--- src/rtl/router_pkg.sv ---
// Shared router constants, address type and stat helper.
// Used by the router FSM, register block and synchronizer.
package router_pkg;

  localparam int DEF_NUM_PORTS = 3;
  localparam int DEF_ADDR_W    = 2;
  localparam int DEF_TIMEOUT   = 30;
  localparam int STAT_W        = 8;

  typedef logic [DEF_ADDR_W-1:0] addr_t;

  function automatic logic [STAT_W-1:0] sat_inc(
    input logic [STAT_W-1:0] v
  );
    return (v == '1) ? v : v + 1'b1;
  endfunction

endpackage

--- src/rtl/router_sync_timer.sv ---
// One port's unread-data timeout counter and soft reset pulse.
// Optional saturating event counter under ROUTER_SYNC_STAT_EN.
module router_sync_timer
  import router_pkg::*;
#(
  parameter int TIMEOUT = DEF_TIMEOUT
) (
  input  logic              clk,
  input  logic              rst,
  input  logic              i_vld,
  input  logic              i_rd,
  output logic              o_soft_reset,
  output logic [STAT_W-1:0] o_to_count
);

  localparam int CW = $clog2(TIMEOUT);

  logic [CW-1:0] r_cnt;
  logic          r_soft_reset;
  logic          w_idle;
  logic          w_expire;

  assign w_idle   = ~i_vld | i_rd;
  assign w_expire = ~w_idle &&
                    (r_cnt == CW'(TIMEOUT - 1));

  always_ff @(posedge clk or negedge rst) begin
    if (!rst) begin
      r_cnt        <= '0;
      r_soft_reset <= 1'b0;
    end else begin
      unique case (1'b1)
        w_idle: begin
          r_cnt        <= '0;
          r_soft_reset <= 1'b0;
        end
        w_expire: begin
          r_cnt        <= '0;
          r_soft_reset <= 1'b1;
        end
        default: begin
          r_cnt        <= r_cnt + 1'b1;
          r_soft_reset <= 1'b0;
        end
      endcase
    end
  end

  assign o_soft_reset = r_soft_reset;

`ifdef ROUTER_SYNC_STAT_EN
  logic [STAT_W-1:0] r_to_count;

  // Counts on the edge that raises the pulse
  always_ff @(posedge clk or negedge rst) begin
    if (!rst) begin
      r_to_count <= '0;
    end else if (w_expire) begin
      r_to_count <= sat_inc(r_to_count);
    end
  end

  assign o_to_count = r_to_count;
`else
  assign o_to_count = '0;
`endif

endmodule

--- src/rtl/router_sync_n.sv ---
// N-port router synchronizer: address latch, write steering, timeouts.
// Timeout statistics built only with ROUTER_SYNC_STAT_EN defined.
module router_sync_n
  import router_pkg::*;
#(
  parameter int NUM_PORTS = DEF_NUM_PORTS,
  parameter int ADDR_W    = DEF_ADDR_W,
  parameter int TIMEOUT   = DEF_TIMEOUT
) (
  input  logic                        clk,
  input  logic                        rst,
  input  logic [ADDR_W-1:0]           din,
  input  logic                        detect_addr,
  input  logic                        wr_en_reg,
  input  logic [NUM_PORTS-1:0]        full,
  input  logic [NUM_PORTS-1:0]        empty,
  input  logic [NUM_PORTS-1:0]        rd_en,
  output logic [NUM_PORTS-1:0]        wr_en,
  output logic                        fifo_full,
  output logic                        addr_err,
  output logic [NUM_PORTS-1:0]        vld_out,
  output logic [NUM_PORTS-1:0]        soft_reset,
  output logic [NUM_PORTS*STAT_W-1:0] to_count
);

  logic [ADDR_W-1:0]    r_addr_q;
  logic [NUM_PORTS-1:0] w_hit;

  always_ff @(posedge clk or negedge rst) begin
    if (!rst) begin
      r_addr_q <= '0;
    end else if (detect_addr) begin
      r_addr_q <= din;
    end
  end

  // One-hot decode; an out-of-range address hits nothing
  for (genvar i = 0; i < NUM_PORTS; i++) begin : g_dec
    assign w_hit[i] = (r_addr_q == ADDR_W'(i));
  end

  assign addr_err  = ~|w_hit;
  assign wr_en     = wr_en_reg ? w_hit : '0;
  assign fifo_full = |(full & w_hit);
  assign vld_out   = ~empty;

  for (genvar i = 0; i < NUM_PORTS; i++) begin : g_port
    router_sync_timer #(
      .TIMEOUT (TIMEOUT)
    ) u_timer (
      .clk          (clk),
      .rst          (rst),
      .i_vld        (vld_out[i]),
      .i_rd         (rd_en[i]),
      .o_soft_reset (soft_reset[i]),
      .o_to_count   (to_count[i*STAT_W +: STAT_W])
    );
  end

endmodule

--- config.mk ---
export PLATFORM = sky130hd
export DESIGN_NAME = router_sync_n
export DESIGN_NICKNAME = d
export VERILOG_FILES = /design/src/rtl/router_pkg.sv /design/src/rtl/router_sync_timer.sv /design/src/rtl/router_sync_n.sv
export SDC_FILE = /design/constraint.sdc
export NUM_CORES = 1
export LEC_CHECK = 0
export BUFFER_PORTS_ARGS = -buffer_cell sky130_fd_sc_hd__buf_2
export CAP_MARGIN = 25
export CORE_UTILIZATION = 30
export CTS_CLUSTER_DIAMETER = 100
export DETAILED_ROUTE_END_ITERATION = 8
export GPL_ROUTABILITY_DRIVEN = 0
export GPL_TIMING_DRIVEN = 1
export PLACE_DENSITY = 0.55
export SLEW_MARGIN = 20
export SYNTH_ARGS = -nofsm -noshare
export SYNTH_HDL_FRONTEND = slang
export SYNTH_SLANG_ARGS = --single-unit
--- constraint.sdc ---
create_clock -name clk -period 1.46 [get_ports clk]
set_clock_uncertainty 0.05 [all_clocks]
set_input_delay 0.073 -clock clk [delete_from_list [all_inputs] [get_ports clk]]
set_output_delay 0.073 -clock clk [all_outputs]
set_load 0.1 [all_outputs]
==> results of run 1 <==
-- where the power goes --
group	internal (mW)	leakage, nW	switching (mW)
Combinational	0.0929	0.397	0.443
Sequential	0.567	0.272	0.0190
Clock	0.183	0.0216	0.160
Total	0.843	0.690	0.622
-- how the worst max path moves through the flow --
stage | endpoint | slack [ns]
global placement | wr_en[1] | 0.34
detailed placement | wr_en[1] | 0.31
CTS | wr_en[1] | 0.03
floorplan | wr_en[0] | -0.34
global route | fifo_full | 0.01
finish | fifo_full | 0.09
-- flip-flops by register name (all words and copies together) (netlist names) --
signal,cells
g_port.u_timer.o_soft_reset,3
g_port.u_timer.r_cnt,15
r_addr_q,2
-- stage by stage --
stage	hold slack [ns]	TNS [ns]	util
after CTS	0.00742	0	0.389
after global routing	0.0102	0	0.390
after detailed placement	-0.00472	0	0.357
final	0.0125	0	0.390
after global placement	-0.0116	0	0.357
after floorplan	-0.273	-0.383	-
-- cells in the final DEF, fill, tap and decap left out --
cell type      synthesis  final
ha_1                   6      6
nand3_1                6      6
mux2i_1                1      1
nor3_1                 3      3
nor3b_2                0      1
nor2_2                 0      1
nand3b_1               1      1
nand4_1                3      3
dfrtp_1               20     20
inv_1                  6      6
xnor2_1                3      3
clkbuf_8               0      3
nor2_1                19     18
clkbuf_4               0      1
and2_1                 1      1
nand2_1                4      4
dlygate4sd3_1          0      7
xor2_1                 6      6
conb_1                 1     24
mux2_2                 2      2
buf_2                  0     20
buf_12                 0      4
and3b_1                1      1
o21ai_2                0      1
-- per-layer routing --
layer | vias to the layer above | part of all wire | global-route usage
met2 | 31 | 0.49 | 0.171
met1 | 345 | 0.42 | 0.105
li1 | 370 | - | -
met5 | - | 0 | 0
met4 | 0 | 0.0084 | 0.0511
met3 | 2 | 0.082 | 0.0326
-- repair_timing --
action / CTS / global route
endpoints found under the hold margin: 23 / 0
buffers inserted: 0 / 0
resized for setup: 0 / 1
hold buffers: 7 / 0
setup endpoints to repair: 0 / 1
-- final cells by class --
class	instances	area, sq um
clock buffers	3	41.3
fillers	360	2120
inverters	6	22.5
multi-input cells	82	473
flip-flops and latches	20	500
well taps	46	57.6
repair buffers	32	258
-- cells by family (layout without fill, tap and decap cells) --
family                   count (synthesis)  in the layout  share of synthesized area
buffers and inverters                   36             41                      0.220
AO/OA/AOI/OAI                            1              1                    0.00445
AND/OR/NAND/NOR                         39             39                      0.160
XOR/XNOR                                 9              9                     0.0702
adder cells (fa/ha/maj)                  6              6                     0.0668
flip-flops                              20             20                      0.445
multiplexers                             3              3                     0.0290
other                                    1             24                    0.00334
==> results.cfg, run 1 <==
[final_layout]
fin_area_sq_mm = 0.00135
nNetsFinal = 166
layout.cells.non_filler = 189
areaGrowthSynthToFinish_pct = 20.4
diodes = 0
drive_gt1_frac = 0.231

[clock_tree]
cts_root_buf = clkbuf_8
cts.clk_slew.worst_paths_ns = 0.07
cts.sinks = 20
htree_levels = 1
insertion_delay_ns = 0.25
cts_buffers = 3
clk_path_buf_depth = 2
cts_tree = done

[critical_path]
critical_path.top_delay_family = flip-flops
required_ns = 1.34
r2r_slack_ns = 0.35
end_kind = output port
reg2reg_to = g_port[2].u_timer.r_cnt[0]
cp.arrival_ns = 1.24
crit_buf_inv = 1
cp.depth = 3
r2r-start = g_port[2].u_timer.r_cnt[0]
crit_start = r_addr_q[0]
crit_fanout = 7
worst-setup-path-type = reg2out
crit_chain = mux2i_1, o21ai_2, buf_12
reg2reg_depth = 4
cp_slowest_cell = dfrtp_1
slowest_delay_ns = 0.45
critPathLaunchType = register

[yosys]
netlist_area_sq_mm = 0.00112
synth_commonest_cells = 30 x buf_4, 20 x dfrtp_1, 19 x nor2_1
synth_edf_count = 0
yosysUniqueCellTypes = 19
synth_ff_type = dfrtp_1
async_flop_share = 1.00
yosys_warnings = 0
synth_area_leader_cell = dfrtp_1
ys_ff_latch = 20
avgSynthCellArea_sq_um = 9.77
netlist_instances = 115
synthTopCellsByArea = dfrtp_1 45%, buf_4 20%, ha_1 6.7%, nor2_1 6.3%, xor2_1 4.7%
synth_top_area_frac = 0.445
yosysMostFrequentCell = buf_4
ys_seq_area_frac = 0.445

[sta]
rsz0062_at_grt = false
worst_slack_ns = 0.0922
hold_violations = 0
fin_crit_ns = 1.37
fin_crit_sh = 0.937
max_clock_freq_mhz = 731
slew_viol_final = 0
setup_viol = 0

[drt]
vias = 748
postRouteAntennaNets = 0
drtIter0Drc = 11
drc = 0
drtPass1Iterations = 4
wire_per_inst_um = 8.87
viasPerCell = 3.96
wirelength_um = 1680

[global_route]
antenna_found_initial = 0
grt_pass1_vias = 703
track_usage = 0.0983
grt-ovfl-total = 0
grt_pass1_wl_um = 3020
grt_max_degree = 21

[die]
ios = 50
dieArea_sq_mm = 0.00399
placeableCoreArea_sq_mm = 0.00347
fp.dieW_um = 63.2
initial_core_util = 0.324
placement_rows = 21
fp.dieH_um = 63.2

[placement]
io_buffers = 25
preCtsSetupSlack_ns = 0.307
dp_cells = 179
dpl_cell_area_sq_mm = 0.00124
hpwl_um = 1320

[pwr]
irDropWorstVdd_mv = 0.264
power_mw = 1.47
p_leak_nw = 0.690
power_density_mw_per_mm2 = 1080

[min_path]
hold_depth = 2
min_from = din[0]
worst_hold_path.endpoint = r_addr_q[0]
hold_path_class = in2reg

[outcome]
status = completed

[flow_run]
drv_cap = 0
Power figures use the tool's default switching activity.
==> run 2: changes to the inputs <==
==> constraint.sdc (replaced) <==
create_clock -name clk -period 1.46 [get_ports clk]
set_clock_uncertainty 0.05 [all_clocks]
set_input_delay 0.146 -clock clk [delete_from_list [all_inputs] [get_ports clk]]
set_output_delay 0.146 -clock clk [all_outputs]
set_load 0.1 [all_outputs]
==> results.cfg, run 2 (synthesis results as in run 1) <==
[critical_path]
cp_slowest_cell = dfrtp_2
crit_path_end = fifo_full
crit_chain = mux2i_2, o21ai_4, buf_12
slowest_delay_ns = 0.46
crit_fanout = 7
critPathLaunchType = register
crit_start = r_addr_q[0]
required_ns = 1.26
r2r_slack_ns = 0.33
r2r-start = g_port[1].u_timer.r_cnt[0]
end_kind = output port
reg2reg_depth = 4
reg2reg_to = g_port[1].u_timer.r_cnt[4]
cp.arrival_ns = 1.23
worst-setup-path-type = reg2out

[flow_run]
drv_cap = 0

[global_route]
grt_pass1_wl_um = 2740
global_route.usage.met1 = 0.107
grt_max_degree = 21
use_met3 = 0.0362
grt-ovfl-total = 0
top_usage_layer = met2
met2_usage = 0.134
antenna_found_initial = 0
grt_pass1_vias = 640
track_usage = 0.0871

[die]
fp.dieH_um = 63.2
placement_rows = 21
dieArea_sq_mm = 0.00399
placeableCoreArea_sq_mm = 0.00347
initial_core_util = 0.324
ios = 50
fp.dieW_um = 63.2

[sta]
setup_viol = 0
worst_slack_ns = 0.0378
fin_crit_ns = 1.42
max_clock_freq_mhz = 703
tns_ns = 0
hold_violations = 0
rsz0062_at_grt = true
slew_viol_final = 0
fin_crit_sh = 0.974

[placement]
io_buffers = 25
hpwl_um = 1280
preCtsSetupSlack_ns = 0.235
dpl_cell_area_sq_mm = 0.00127

[final_layout]
final_cell_mix = 24 x conb_1, 20 x buf_2, 18 x nor2_1, 18 x dfrtp_1
diodes = 0
largest_reg_flops = 15
areaGrowthSynthToFinish_pct = 18.0
drive_gt1_frac = 0.270
top_register = g_port.u_timer.r_cnt
final_common_cell = conb_1
nNetsFinal = 160
fin_area_sq_mm = 0.00133

[drt]
postRouteAntennaNets = 0
viasPerCell = 3.95
drc = 0
wire_per_inst_um = 9.08
drtIter0Drc = 28
drtPass1Iterations = 4
wirelength_um = 1660
vias = 723

[clock_tree]
post_cts_buffers = 0
cts_buffers = 3
cts_root_buf = clkbuf_8
clk_path_buf_depth = 2
cts_tree = done
insertion_delay_ns = 0.25
cts.sinks = 20
htree_levels = 1
cts.clk_slew.worst_paths_ns = 0.07

[pwr]
power_mw = 1.47
power_density_mw_per_mm2 = 1110
irDropWorstVdd_mv = 0.332
p_leak_nw = 0.668

[min_path]
min_from = rd_en[0]
hold_path_class = in2reg

[outcome]
status = completed
==> run 2: changes by cell type in the layout (fill, tap and decap cells not counted), sizes merged <==
cell         delta
dlygate4sd3     -6
clkbuf          -1
buf             +1
==> run 2: what timing repair did <==
| item | CTS | global route |
|---|---|---|
| gates resized for setup | 2 | 1 |
| hold buffers | 1 | 0 |
| hold endpoints to repair | 20 | 0 |
| setup endpoints to repair | 1 | 3 |
| gates cloned | 0 | 0 |
==> run 2: worst min path at each step <==
| stage | to | depth (start not counted) |
|---|---|---|
| 2_1_floorplan | g_port[0].u_timer.o_soft_reset | 0 |
| 3_3_place_gp | g_port[1].u_timer.r_cnt[3] | 1 |
| 3_5_place_dp | g_port[1].u_timer.r_cnt[2] | 1 |
| 4_1_cts | g_port[0].u_timer.o_soft_reset | 2 |
| 5_1_grt | g_port[2].u_timer.o_soft_reset | 2 |
| 6_report | g_port[0].u_timer.o_soft_reset | 2 |
==> run 2: layer usage <==
layer  vias to the layer above  share of wire
met5                         -              0
met4                         0         0.0060
met3                         2           0.10
met2                        33           0.45
met1                       334           0.44
li1                        354              -
==> run 2: report_power, final <==
group	internal [mW]	total, mW	switching (mW)	leakage [nW]
sequential	0.568	0.590	0.0220	0.270
combinational	0.0932	0.537	0.444	0.377
clock	0.183	0.344	0.161	0.0216
total	0.844	1.47	0.627	0.668
==> run 2: per-stage QoR <==
step                utilization  cells  hold slack [ns]
floorplan                     -    138           -0.200
global placement          0.366    179           0.0664
finish                    0.382    183           0.0122
global route              0.382    183          0.00775
detailed placement        0.366    179           0.0726
CTS                       0.382    183          0.00476
==> run 2: critical path, delay by kind of cell (launching register included) <==
kind	cells	cell delay [ns]
mux	1	0.18
flops	1	0.46
buf+inv	1	0.19
compound gates	1	0.15
==> run 2: area by class of cell <==
| cell class | count | area, sq um |
|---|---|---|
| well taps | 46 | 57.6 |
| flip-flops and latches | 20 | 503 |
| fillers | 352 | 2140 |
| inverters | 6 | 22.5 |
| clock buffers | 3 | 41.3 |
| repair buffers | 26 | 210 |
| multi-input cells | 82 | 492 |
